--- config.mk ---
export PLATFORM = sky130hd
export DESIGN_NAME = prog_rom_flat
export DESIGN_NICKNAME = d
export VERILOG_FILES = /design/src/rtl/prog_rom_pkg.sv /design/src/rtl/prog_rom_if.sv /design/src/rtl/rom_array.sv /design/src/rtl/prog_rom.sv /design/src/flat_wrapper.sv
export SDC_FILE = /design/constraint.sdc
export NUM_CORES = 1
export LEC_CHECK = 0
export ABC_AREA = 0
export CORE_MARGIN = 2
export CORE_UTILIZATION = 30
export CTS_CLUSTER_DIAMETER = 120
export CTS_CLUSTER_SIZE = 10
export DETAILED_ROUTE_END_ITERATION = 16
export MAX_ROUTING_LAYER = met4
export PLACE_DENSITY = 0.49
export SYNTH_ARGS = -nofsm -noshare
export SYNTH_HDL_FRONTEND = slang
export SYNTH_SLANG_ARGS = --single-unit
--- constraint.sdc ---
create_clock -name clock -period 1.8 [get_ports clock]
set_input_delay 0.36 -clock clock [delete_from_list [all_inputs] [get_ports clock]]
set_output_delay 0.36 -clock clock [all_outputs]
set_load 0.005 [all_outputs]
--- src/rtl/prog_rom_pkg.sv ---
// rtl/prog_rom_pkg.sv - shared types and default sizes for the loadable program memory
package prog_rom_pkg;

  localparam int ROM_DATA_W = 3;
  localparam int ROM_ADDR_W = 3;
  localparam int ROM_DEPTH  = 7;

  typedef enum logic [1:0] {
    ST_EMPTY   = 2'd0,
    ST_LOADING = 2'd1,
    ST_LOADED  = 2'd2
  } rom_state_t;

endpackage

--- src/rtl/prog_rom_if.sv ---
// rtl/prog_rom_if.sv - load stream and fetch port bundle of the program memory
interface prog_rom_if
  import prog_rom_pkg::*;
#(
  parameter int DATA_W = ROM_DATA_W,
  parameter int ADDR_W = ROM_ADDR_W
) ();

  logic              load_start;
  logic              load_valid;
  logic [DATA_W-1:0] load_data;
  logic              load_ready;
  logic              load_done;
  logic              loaded;
  logic              enable;
  logic [ADDR_W-1:0] addr;
  logic [DATA_W-1:0] data_out;
  logic              data_valid;
  logic              fetch_err;
  logic              not_ready;

  modport master (
    output load_start, load_valid, load_data, enable, addr,
    input  load_ready, load_done, loaded, data_out, data_valid, fetch_err, not_ready
  );

  modport slave (
    input  load_start, load_valid, load_data, enable, addr,
    output load_ready, load_done, loaded, data_out, data_valid, fetch_err, not_ready
  );

endinterface

--- src/rtl/rom_array.sv ---
// rtl/rom_array.sv - unreset storage with one synchronous write and one registered read port
module rom_array #(
  parameter int DATA_W = 3,
  parameter int ADDR_W = 3,
  parameter int DEPTH  = 7
) (
  input  logic              clk,
  input  logic              wr_en,
  input  logic [ADDR_W-1:0] wr_addr,
  input  logic [DATA_W-1:0] wr_data,
  input  logic              rd_en,
  input  logic [ADDR_W-1:0] rd_addr,
  output logic [DATA_W-1:0] rd_data
);

  logic [DATA_W-1:0] mem [DEPTH];
  logic [DATA_W-1:0] rd_data_q;
  logic [DATA_W-1:0] rd_data_d;

  always_comb begin
    rd_data_d = rd_data_q;
    if (rd_en) begin
      rd_data_d = mem[rd_addr];
    end
  end

  // No reset so the array can map onto block RAM.
  always_ff @(posedge clk) begin
    if (wr_en) begin
      mem[wr_addr] <= wr_data;
    end
    rd_data_q <= rd_data_d;
  end

  assign rd_data = rd_data_q;

endmodule

--- src/rtl/prog_rom.sv ---
// rtl/prog_rom.sv - loadable instruction memory: load FSM, pointer, range check, fetch outputs
module prog_rom
  import prog_rom_pkg::*;
#(
  parameter int DATA_W = ROM_DATA_W,
  parameter int ADDR_W = ROM_ADDR_W,
  parameter int DEPTH  = ROM_DEPTH
) (
  input  logic      clock,
  input  logic      reset_n,
  prog_rom_if.slave bus
);

  localparam logic [1:0] EMPTY   = ST_EMPTY;
  localparam logic [1:0] LOADING = ST_LOADING;
  localparam logic [1:0] LOADED  = ST_LOADED;

  localparam logic [ADDR_W-1:0] LAST_PTR = ADDR_W'(DEPTH - 1);
  localparam logic [ADDR_W:0]   DEPTH_C  = (ADDR_W + 1)'(DEPTH);

  logic [1:0]        state_q, state_d;
  logic [ADDR_W-1:0] ptr_q, ptr_d;
  logic              load_done_q, load_done_d;
  logic              data_valid_q, data_valid_d;
  logic              fetch_err_q, fetch_err_d;
  logic              not_ready_q, not_ready_d;
  logic              rd_ok_q, rd_ok_d;

  logic              wr_en;
  logic              rd_en;
  logic              in_range;
  logic [DATA_W-1:0] rd_data;

  assign in_range = ({1'b0, bus.addr} < DEPTH_C);

  always_comb begin
    state_d      = state_q;
    ptr_d        = ptr_q;
    load_done_d  = 1'b0;
    wr_en        = 1'b0;
    rd_en        = 1'b0;
    data_valid_d = 1'b0;
    not_ready_d  = 1'b0;
    fetch_err_d  = fetch_err_q;
    rd_ok_d      = rd_ok_q;

    // Fetches only look at the current state, so a fetch alongside load_start in
    // LOADED still reads the old image (no writes happen in LOADED).
    if (bus.enable) begin
      if (state_q == LOADED) begin
        data_valid_d = 1'b1;
        if (in_range) begin
          rd_en       = 1'b1;
          rd_ok_d     = 1'b1;
          fetch_err_d = 1'b0;
        end else begin
          rd_ok_d     = 1'b0;
          fetch_err_d = 1'b1;
        end
      end else begin
        not_ready_d = 1'b1;
      end
    end

    case (state_q)
      EMPTY: begin
        if (bus.load_start) begin
          state_d = LOADING;
          ptr_d   = '0;
        end
      end
      LOADING: begin
        if (bus.load_start) begin
          ptr_d = '0;
        end else if (bus.load_valid) begin
          wr_en = 1'b1;
          if (ptr_q == LAST_PTR) begin
            state_d     = LOADED;
            load_done_d = 1'b1;
          end else begin
            ptr_d = ptr_q + 1'b1;
          end
        end
      end
      LOADED: begin
        if (bus.load_start) begin
          state_d = LOADING;
          ptr_d   = '0;
        end
      end
      default: begin
        state_d = EMPTY;
        ptr_d   = '0;
      end
    endcase
  end

  always_ff @(posedge clock or negedge reset_n) begin
    if (!reset_n) begin
      state_q      <= EMPTY;
      ptr_q        <= '0;
      load_done_q  <= 1'b0;
      data_valid_q <= 1'b0;
      fetch_err_q  <= 1'b0;
      not_ready_q  <= 1'b0;
      rd_ok_q      <= 1'b0;
    end else begin
      state_q      <= state_d;
      ptr_q        <= ptr_d;
      load_done_q  <= load_done_d;
      data_valid_q <= data_valid_d;
      fetch_err_q  <= fetch_err_d;
      not_ready_q  <= not_ready_d;
      rd_ok_q      <= rd_ok_d;
    end
  end

  rom_array #(
    .DATA_W (DATA_W),
    .ADDR_W (ADDR_W),
    .DEPTH  (DEPTH)
  ) u_array (
    .clk     (clock),
    .wr_en   (wr_en),
    .wr_addr (ptr_q),
    .wr_data (bus.load_data),
    .rd_en   (rd_en),
    .rd_addr (bus.addr),
    .rd_data (rd_data)
  );

  // rd_ok_q masks the unreset read register until a valid in-range fetch lands.
  assign bus.data_out   = rd_ok_q ? rd_data : '0;
  assign bus.data_valid = data_valid_q;
  assign bus.fetch_err  = fetch_err_q;
  assign bus.not_ready  = not_ready_q;
  assign bus.load_done  = load_done_q;
  assign bus.load_ready = (state_q == LOADING);
  assign bus.loaded     = (state_q == LOADED);

endmodule
--- src/flat_wrapper.sv ---
// flat-port wrapper written by rule: the top's interface ports become plain ports
module prog_rom_flat import prog_rom_pkg::*;
#(
  parameter int DATA_W = ROM_DATA_W,
  parameter int ADDR_W = ROM_ADDR_W,
  parameter int DEPTH  = ROM_DEPTH
)
  (clock, reset_n, bus_load_start, bus_load_valid, bus_load_data, bus_enable, bus_addr, bus_load_ready, bus_load_done, bus_loaded, bus_data_out, bus_data_valid, bus_fetch_err, bus_not_ready);
  prog_rom_if #(.DATA_W(DATA_W), .ADDR_W(ADDR_W)) bus_i ();
  input  logic clock;
  input  logic reset_n;
  input wire logic [$bits(bus_i.load_start)-1:0] bus_load_start;
  input wire logic [$bits(bus_i.load_valid)-1:0] bus_load_valid;
  input wire logic [$bits(bus_i.load_data)-1:0] bus_load_data;
  input wire logic [$bits(bus_i.enable)-1:0] bus_enable;
  input wire logic [$bits(bus_i.addr)-1:0] bus_addr;
  output wire logic [$bits(bus_i.load_ready)-1:0] bus_load_ready;
  output wire logic [$bits(bus_i.load_done)-1:0] bus_load_done;
  output wire logic [$bits(bus_i.loaded)-1:0] bus_loaded;
  output wire logic [$bits(bus_i.data_out)-1:0] bus_data_out;
  output wire logic [$bits(bus_i.data_valid)-1:0] bus_data_valid;
  output wire logic [$bits(bus_i.fetch_err)-1:0] bus_fetch_err;
  output wire logic [$bits(bus_i.not_ready)-1:0] bus_not_ready;
  assign bus_i.load_start = bus_load_start;
  assign bus_i.load_valid = bus_load_valid;
  assign bus_i.load_data = bus_load_data;
  assign bus_i.enable = bus_enable;
  assign bus_i.addr = bus_addr;
  assign bus_load_ready = bus_i.load_ready;
  assign bus_load_done = bus_i.load_done;
  assign bus_loaded = bus_i.loaded;
  assign bus_data_out = bus_i.data_out;
  assign bus_data_valid = bus_i.data_valid;
  assign bus_fetch_err = bus_i.fetch_err;
  assign bus_not_ready = bus_i.not_ready;
  prog_rom #(.DATA_W(DATA_W), .ADDR_W(ADDR_W), .DEPTH(DEPTH)) u_core (.clock(clock), .reset_n(reset_n), .bus(bus_i));
endmodule
# Word level (Yosys, flattened, before mapping)
# Memories as Yosys holds them, arrays and structs flattened. A register that Yosys moved wholly into a read port is not among the register bits.
# Index checks and enable logic that the tools add are counted.
# W data, S select, Z words.
# word_totals
register_bits,10
ramBits,21
memories,1
inputBits,11
output_inout_bits,9
# mem_list
memory,words,word_bits,read_ports,rd_ports_with_merged_regs,wr,line,source
u_core.u_array.mem,7,3,1,1,1,rom_array.sv:16,logic [DATA_W-1:0] mem [DEPTH];
# classes
muxes,28
add_sub_neg,1
reduce_logical,5
n_lt_le_gt_ge,1
n_eq_ne,9
# ops
operator,count
$mux W1,17
$mux W3,5
$mux W2,4
$ne A3 B3 Y1 const B,2
$pmux W3 S2,1
$ne A2 B1 Y1 const B,2
$ne A2 B2 Y1 const B,2
$pmux W2 S2,1
$reduce_and A4 Y1,1
$add A3 B1 Y3 const B,1
$eq A3 B3 Y1 const B,1
$lt A3 B3 Y1 const B,1
$reduce_and A3 Y1,1
$eq A2 B1 Y1 const B,1
$eq A2 B2 Y1 const B,1
$logic_not A2 Y1,1
$reduce_and A2 Y1,1
$reduce_or A2 Y1,1

# Depth between registers and ports, before layout
# depth
word_depth,5
ltp_mapped,5
depth_no_buf,5

# Hierarchy
# From an unflattened synthesis, not the netlist that was laid out.
# unflattened
cells_unflattened,103
area_unflattened_um2,1473.9
# modules_own_cells
module,cells_each,n_inst,area_per_inst_um2,seq_area_each_um2
rom_array,57,1,963.4,720.7
prog_rom,46,1,510.5,250.2

# Worst setup path after synthesis
# No wires, ideal clock.
# synth_timing
kind,register to register
startpoint,register u_core.state_q[1]
endpoint,memory u_core.u_array.mem[0][0] (enable)
n_path_buf,0
required_ns,1.455
arrival_time_ns,1.131
slack_ns,0.325
path_stages_with_launch,5
path_cell_list,dfrtp_1 -> nand2b_1 -> inv_1 -> nand4b_1 -> nor3_1
# synth_via
elab_chain_cells,4
# synth_rtl
item,line,source
"start, declared",prog_rom.sv:21,"logic [1:0] state_q, state_d;"
"start signal, assigned",prog_rom.sv:108,state_q <= state_d;
$eq A2 B1 Y1,n/a,
via bus_load_ready,flat_wrapper.sv:17,output wire logic [$bits(bus_i.load_ready)-1:0] bus_load_ready;
$mux W1,prog_rom.sv:65,case (state_q)
$mux W1,rom_array.sv:29,if (wr_en) begin
$mux W1 (implied by the code),rom_array.sv:30,mem[wr_addr] <= wr_data;
"end, declared",rom_array.sv:16,
# The timed path passes the listed nets, and every way through them passes these cells.

# Worst setup path after layout
# layout_timing
startpoint,register u_core.state_q[1]
endpoint,output port bus_loaded
# layout_via
elab_chain_cells,1
# layout_rtl
item,line,source
$eq A2 B2 Y1,prog_rom.sv:139,assign bus.loaded = (state_q == LOADED);
"end, declared",flat_wrapper.sv:19,output wire logic [$bits(bus_i.loaded)-1:0] bus_loaded;
# No other way between the ends.

==> out/metrics.yaml <==
worst_pin_slew_ps: 449
multi_input_area_um2: 460
syn_inst: 111
port_buffers: 19
avgViaCountPerCell: 4.66
core_area_mm2: 0.00469
nets: 162
fmax_ghz: 0.585
grt_max_degree: 11
clock_latency_ps: 270
powerDensity_mw_per_mm2: 787
cts-root-buf: "clkbuf_8"
synth.distinct_cells: 28
async_flop_share: 0.294
grt_pass1_wl_um: 4540
cp_max_fo: 4
vias: 951
layout-area-overhead-vs-synth_pct: 30.9
required_ps: 1440
n_antenna_cell: 0
fillers: 457
clockPowerShare: 0.344
outcome: "finished, final reports clean"
synth-seq-cells: 34
clockBufferDepth: 2
max-cap-violations: 0
register_area_um2: 972
pwr-share-seq: 0.575
start_util: 0.311
vdd_drop_max_mv: 0.224
worstHoldPathType: "in2async"
grt_util_all_layers: 0.119
slew_headroom: 0.700
startpoint_type: "flop"
setup_violations: 0
dp_hpwl_um: 2080
syn_nets: 124
synth_top_area_frac: 0.494
grt_pass1_vias: 966
p_switching_uw: 309
power_frac_comb: 0.081
post_drt_wl_per_cell_um: 13.5
pre_cts_slack_ps: -30.2
critical_path_class: "reg2out"
cts_hold_buf: 0
wirelength_um: 2750
drt_iter0_markers: 43
synthTopCellsByArea: "edfxtp_1, dfrtp_1, mux2i_1"
antenna_found_initial: 0
yosysTopAreaCell: "edfxtp_1"
grt-ovfl-total: 0
endpoint_kind: "output port"
synth_warnings: 0
fin_ws_ps: 89.9
fin_crit_ps: 1710
die_width_um: 73.7
internal_power_uw: 1190
die-area_mm2: 0.00543
clock-sinks: 34
cp_data_arrival_time_ps: 1350
synthFlopType: "edfxtp_1"
synth.avg_cell_area_um2: 13.1
synth-edff-count: 24
hold_violations: 0
yosysSeqAreaShare: 0.666
clk_transition_reported_paths_ps: 60
cts_tree: "done"
drtPass1Iterations: 4
report.final.slew_viol_count: 0
cts_htree_levels: 2
die_y_um: 73.7
pin_count: 20
cts_made_buffers: 5
drive_gt1_frac: 0.180
final.setup.tns_ps: 0
drc_errors: 0
final.setup_skew_ps: 2.47
p_leak_uw: 0.000754
fin_crit_sh: 0.950
synth_area_mm2: 0.00146
ant_nets: 0
num_rows: 25
finalWeightedCongestion: 0.815
swShare: 0.206
==> cell families after synthesis <==
logic type	share of synthesized area
mux	0.0618
flops	0.666
simple gates	0.138
fa+ha+maj	0.0172
compound gates	0.0918
buf+inv	0.0249
==> cell usage after synthesis, types with 3 or more instances <==
master	number
a21o_1	4
a21oi_1	4
and2_1	3
dfrtp_1	10
edfxtp_1	24
inv_1	5
mux2i_1	9
nand2_1	4
nand2b_1	5
nand3_1	3
nor2_1	9
nor2b_1	3
o21ai_0	3
o22ai_1	3
==> what timing repair did <==
action / 4_1_cts / 5_1_grt
endpoints found under the setup margin: 1 / 1
resized for setup: 2 / 2
buffers inserted: 1 / 3
endpoints found under the hold margin: 0 / 0
==> layout by cell type, fill, tap and decap left out, drive strengths merged, types with 2 or more instances in the layout <==
master,instances
edfxtp,24
clkdlybuf4s50,18
buf,16
dfrtp,10
mux2i,9
nor2,9
clkbuf,8
inv,5
nand2b,5
nand2,4
a21o,4
a21oi,4
o21ai,3
o22ai,3
and2,3
nand3,3
nor2b,3
or2,2
nand4b,2
nor3,2
nand3b,2
a31oi,2
ha,2
==> through the flow <==
| step | cell area, um^2 | cells | hold slack, ps | total power [uW] | utilization |
|---|---|---|---|---|---|
| 5_1_grt | 1910 | 204 | 427 | 1580 | 0.407 |
| 3_3_place_gp | 1790 | 192 | 464 | 1000 | 0.381 |
| 2_1_floorplan | 1460 | 111 | 64.4 | 933 | - |
| 6_report | 1910 | 204 | 398 | 1500 | 0.407 |
| 4_1_cts | 1880 | 201 | 407 | 1520 | 0.401 |
| 3_5_place_dp | 1790 | 192 | 465 | 1000 | 0.381 |
==> registers in the layout, summed over array words and instances, names as in the netlist <==
| signal | cells |
|---|---|
| u_core.bus.fetch_err | 1 |
| u_core.bus.not_ready | 1 |
| u_core.u_array.mem | 21 |
| u_core.u_array.rd_data | 3 |
| u_core.bus.data_valid | 1 |
| u_core.rd_ok_q | 1 |
| u_core.state_q | 2 |
| u_core.bus.load_done | 1 |
| u_core.ptr_q | 3 |
==> path summary, 6_finish.rpt <==
path / start / endpoint / slack (ps) / depth (start not counted)
max: u_core.state_q[1] / bus_loaded / 90 / 2
min: reset_n / u_core.state_q[1] / 400 / 1
max reg2reg: u_core.ptr_q[0] / u_core.ptr_q[0] / 220 / 5
min reg2reg: u_core.bus.fetch_err / u_core.bus.fetch_err / 480 / 1
max in group asynchronous: reset_n / u_core.state_q[0] / 1070 / 1
min in group clock: u_core.bus.fetch_err / u_core.bus.fetch_err / 480 / 1
==> power groups by stage <==
stage	combinational (uW)	clock, uW	sequential, uW
5_1_grt	135	581	864
3_3_place_gp	121	0	879
4_1_cts	124	538	863
3_5_place_dp	123	0	879
6_report	121	517	863
2_1_floorplan	54.5	0	879
==> routing by layer <==
metal  part of all wire  wire, um  up-vias  GRT usage
li1                   -         -      480          -
met1               0.45      1240      446      0.141
met2               0.48      1330       19      0.184
met3              0.037       102        6     0.0357
met4              0.027        74        0     0.0606
met5                  0         0        -          -
==> final cells by class <==
class                   instances  share of cell area
flip-flops and latches         34               0.510
multi-input cells              68               0.241
repair buffers                 35               0.162
clock buffers                   8              0.0420
well taps                      54              0.0354
inverters                       5             0.00984
==> worst max-delay path, stage by stage, from the launching register on <==
cell	delay [ps]
dfrtp_1	400
nor2b_2	180
clkdlybuf4s50_1	500
Power figures use the tool's default switching activity.
==> RTL change (same flow settings) <==
`ROM_ADDR_W`: 3 -> 4.
--- a/src/rtl/prog_rom_pkg.sv
+++ b/src/rtl/prog_rom_pkg.sv
@@ -4,3 +4,3 @@
   localparam int ROM_DATA_W = 3;
-  localparam int ROM_ADDR_W = 3;
+  localparam int ROM_ADDR_W = 4;
   localparam int ROM_DEPTH  = 7;
Interface: changed (resized bus_addr); port bits go from 20 to 21. The function was not compared with the original's and may differ.
==> RTL change against the unedited design <==
Count of clock-buffer cells in the layout fell by 1. Setup slack got worse by 0.013 ns. Synthesized cell count did not move. Final area rose by 2.4%. Sequential cell count rose by 1. Utilization fell by 0.12 points. Power rose by 1.5%. Synthesized area rose by 4.6%. Combinational power fell by 9%. Routed wire length rose by 4.7%. Critical path type unchanged.
==> RTL change: results (changes against the unedited design) <==
filler cell count 465 (+1.8%); Post-synth top cells edfxtp_1, nand2_1, dfrtp_1; maximum VDD drop 0.280 mV (+25%); reg2reg setup slack 0.19 ns (-0.03 ns); Placer Congestion 0.744 (-8.7%); area fraction in compound gates after synthesis 0.0615 (-0.0303); Worst Max-Slew Pin Slew 0.547 ns (+0.0988 ns); reg2reg start u_core.state_q[1]; number of nets in the layout 158 (-2.5%); met3 WL 108 um (+5.9%); register area share after synthesis 0.653 (-0.0131); largest net degree at the start of global routing 12 (+1); 1st-iter DRT viols 25 (-42%); placed cell areas 0.00185 sq mm (+3.4%); Total Routing Usage GR 0.114 (-0.00454); post-synthesis adder-cell area fraction 0.0164 (-0.000760); M1 WL 1.26 mm (+1.0%); Post-Syn Nets 125 (+0.81%); status finished, final reports clean; I/O Buffers 20 (+1); max incr delay on CP 0.51 ns; post-DP HPWL 2.15 mm (+3.3%); Synth area leaders edfxtp_1, dfrtp_1, mux4_2; root buffer selected by CTS clkbuf_8; fraction of registers with async set/reset 0.314 (+0.0202); critical path peak fanout 6 (+2); DR WL met2 1.47 mm (+10%); worst clock skew 0.00640 ns (+0.00394 ns); fin util 0.405 (-0.00121); Distinct cells, synth 31 (+11%); share of cells above drive strength 1 0.200 (+0.0200); reg-to-reg endpoint u_core.u_array.mem[0][1]; multiplexer share of the synthesized area 0.0935 (+0.0317); vias in the first global route 927 (-4.0%); clock latency on the worst-skew pair 0.28 ns; final wirelength 2.88 mm (+4.7%); Lkg Pwr 0.739 nW (-2.0%); routed vias 969 (+1.9%)
RTL change: worst max path at each step:
stage,cells past startpoint,endpoint,start
3_5_place_dp,3,u_core.u_array.rd_data[0],bus_addr[0]
2_1_floorplan,4,u_core.u_array.mem[0][0],bus_load_start
6_report,2,bus_load_ready,u_core.state_q[0]
4_1_cts,2,bus_loaded,u_core.state_q[1]
3_3_place_gp,3,u_core.u_array.rd_data[2],bus_addr[0]
5_1_grt,2,bus_load_ready,u_core.state_q[0]
RTL change: timing repair:
| action | in CTS | in global routing |
|---|---|---|
| setup buffers | 1 | 1 |
| hold buffers | 0 | 0 |
| hold endpoints to repair | 0 | 0 |
| gates cloned | 0 | 0 |
| endpoints found under the setup margin | 2 | 2 |
| pin swaps | 0 | 0 |
| resized for setup | 2 | 2 |
RTL change: final cells by class:
class | instances | share of cell area
Timing Repair Buffer | 31 | 0.145
Clock inverter | 1 | 0.00256
Clock buffer | 7 | 0.0391
Tap cell | 67 | 0.0429
Inverter | 3 | 0.00577
Multi-Input combinational cell | 68 | 0.254
Sequential cell | 35 | 0.511
RTL change: metrics by stage:
stage	setup slack, ns	power, W	std cells	hold slack [ns]
global route	0.0120	0.00159	212	0.461
detailed placement	-0.217	0.00102	202	0.492
finish	0.0773	0.00152	212	0.435
floorplan	0.264	0.000954	111	0.0644
global placement	-0.200	0.00101	202	0.474
CTS	0.00924	0.00155	211	0.441
RTL change: metal layers:
layer	up-vias	global-route usage
met5	-	-
met4	0	0.0585
met3	4	0.0437
met2	20	0.176
met1	471	0.131
li1	474	-
RTL change: power breakdown:
part           switching (W)  internal, W  leakage, nW  total (W)
logic              0.0000506    0.0000597        0.337   0.000110
registers          0.0000118     0.000876        0.360   0.000887
clock network       0.000256     0.000271       0.0422   0.000527
total               0.000318      0.00121        0.739    0.00152
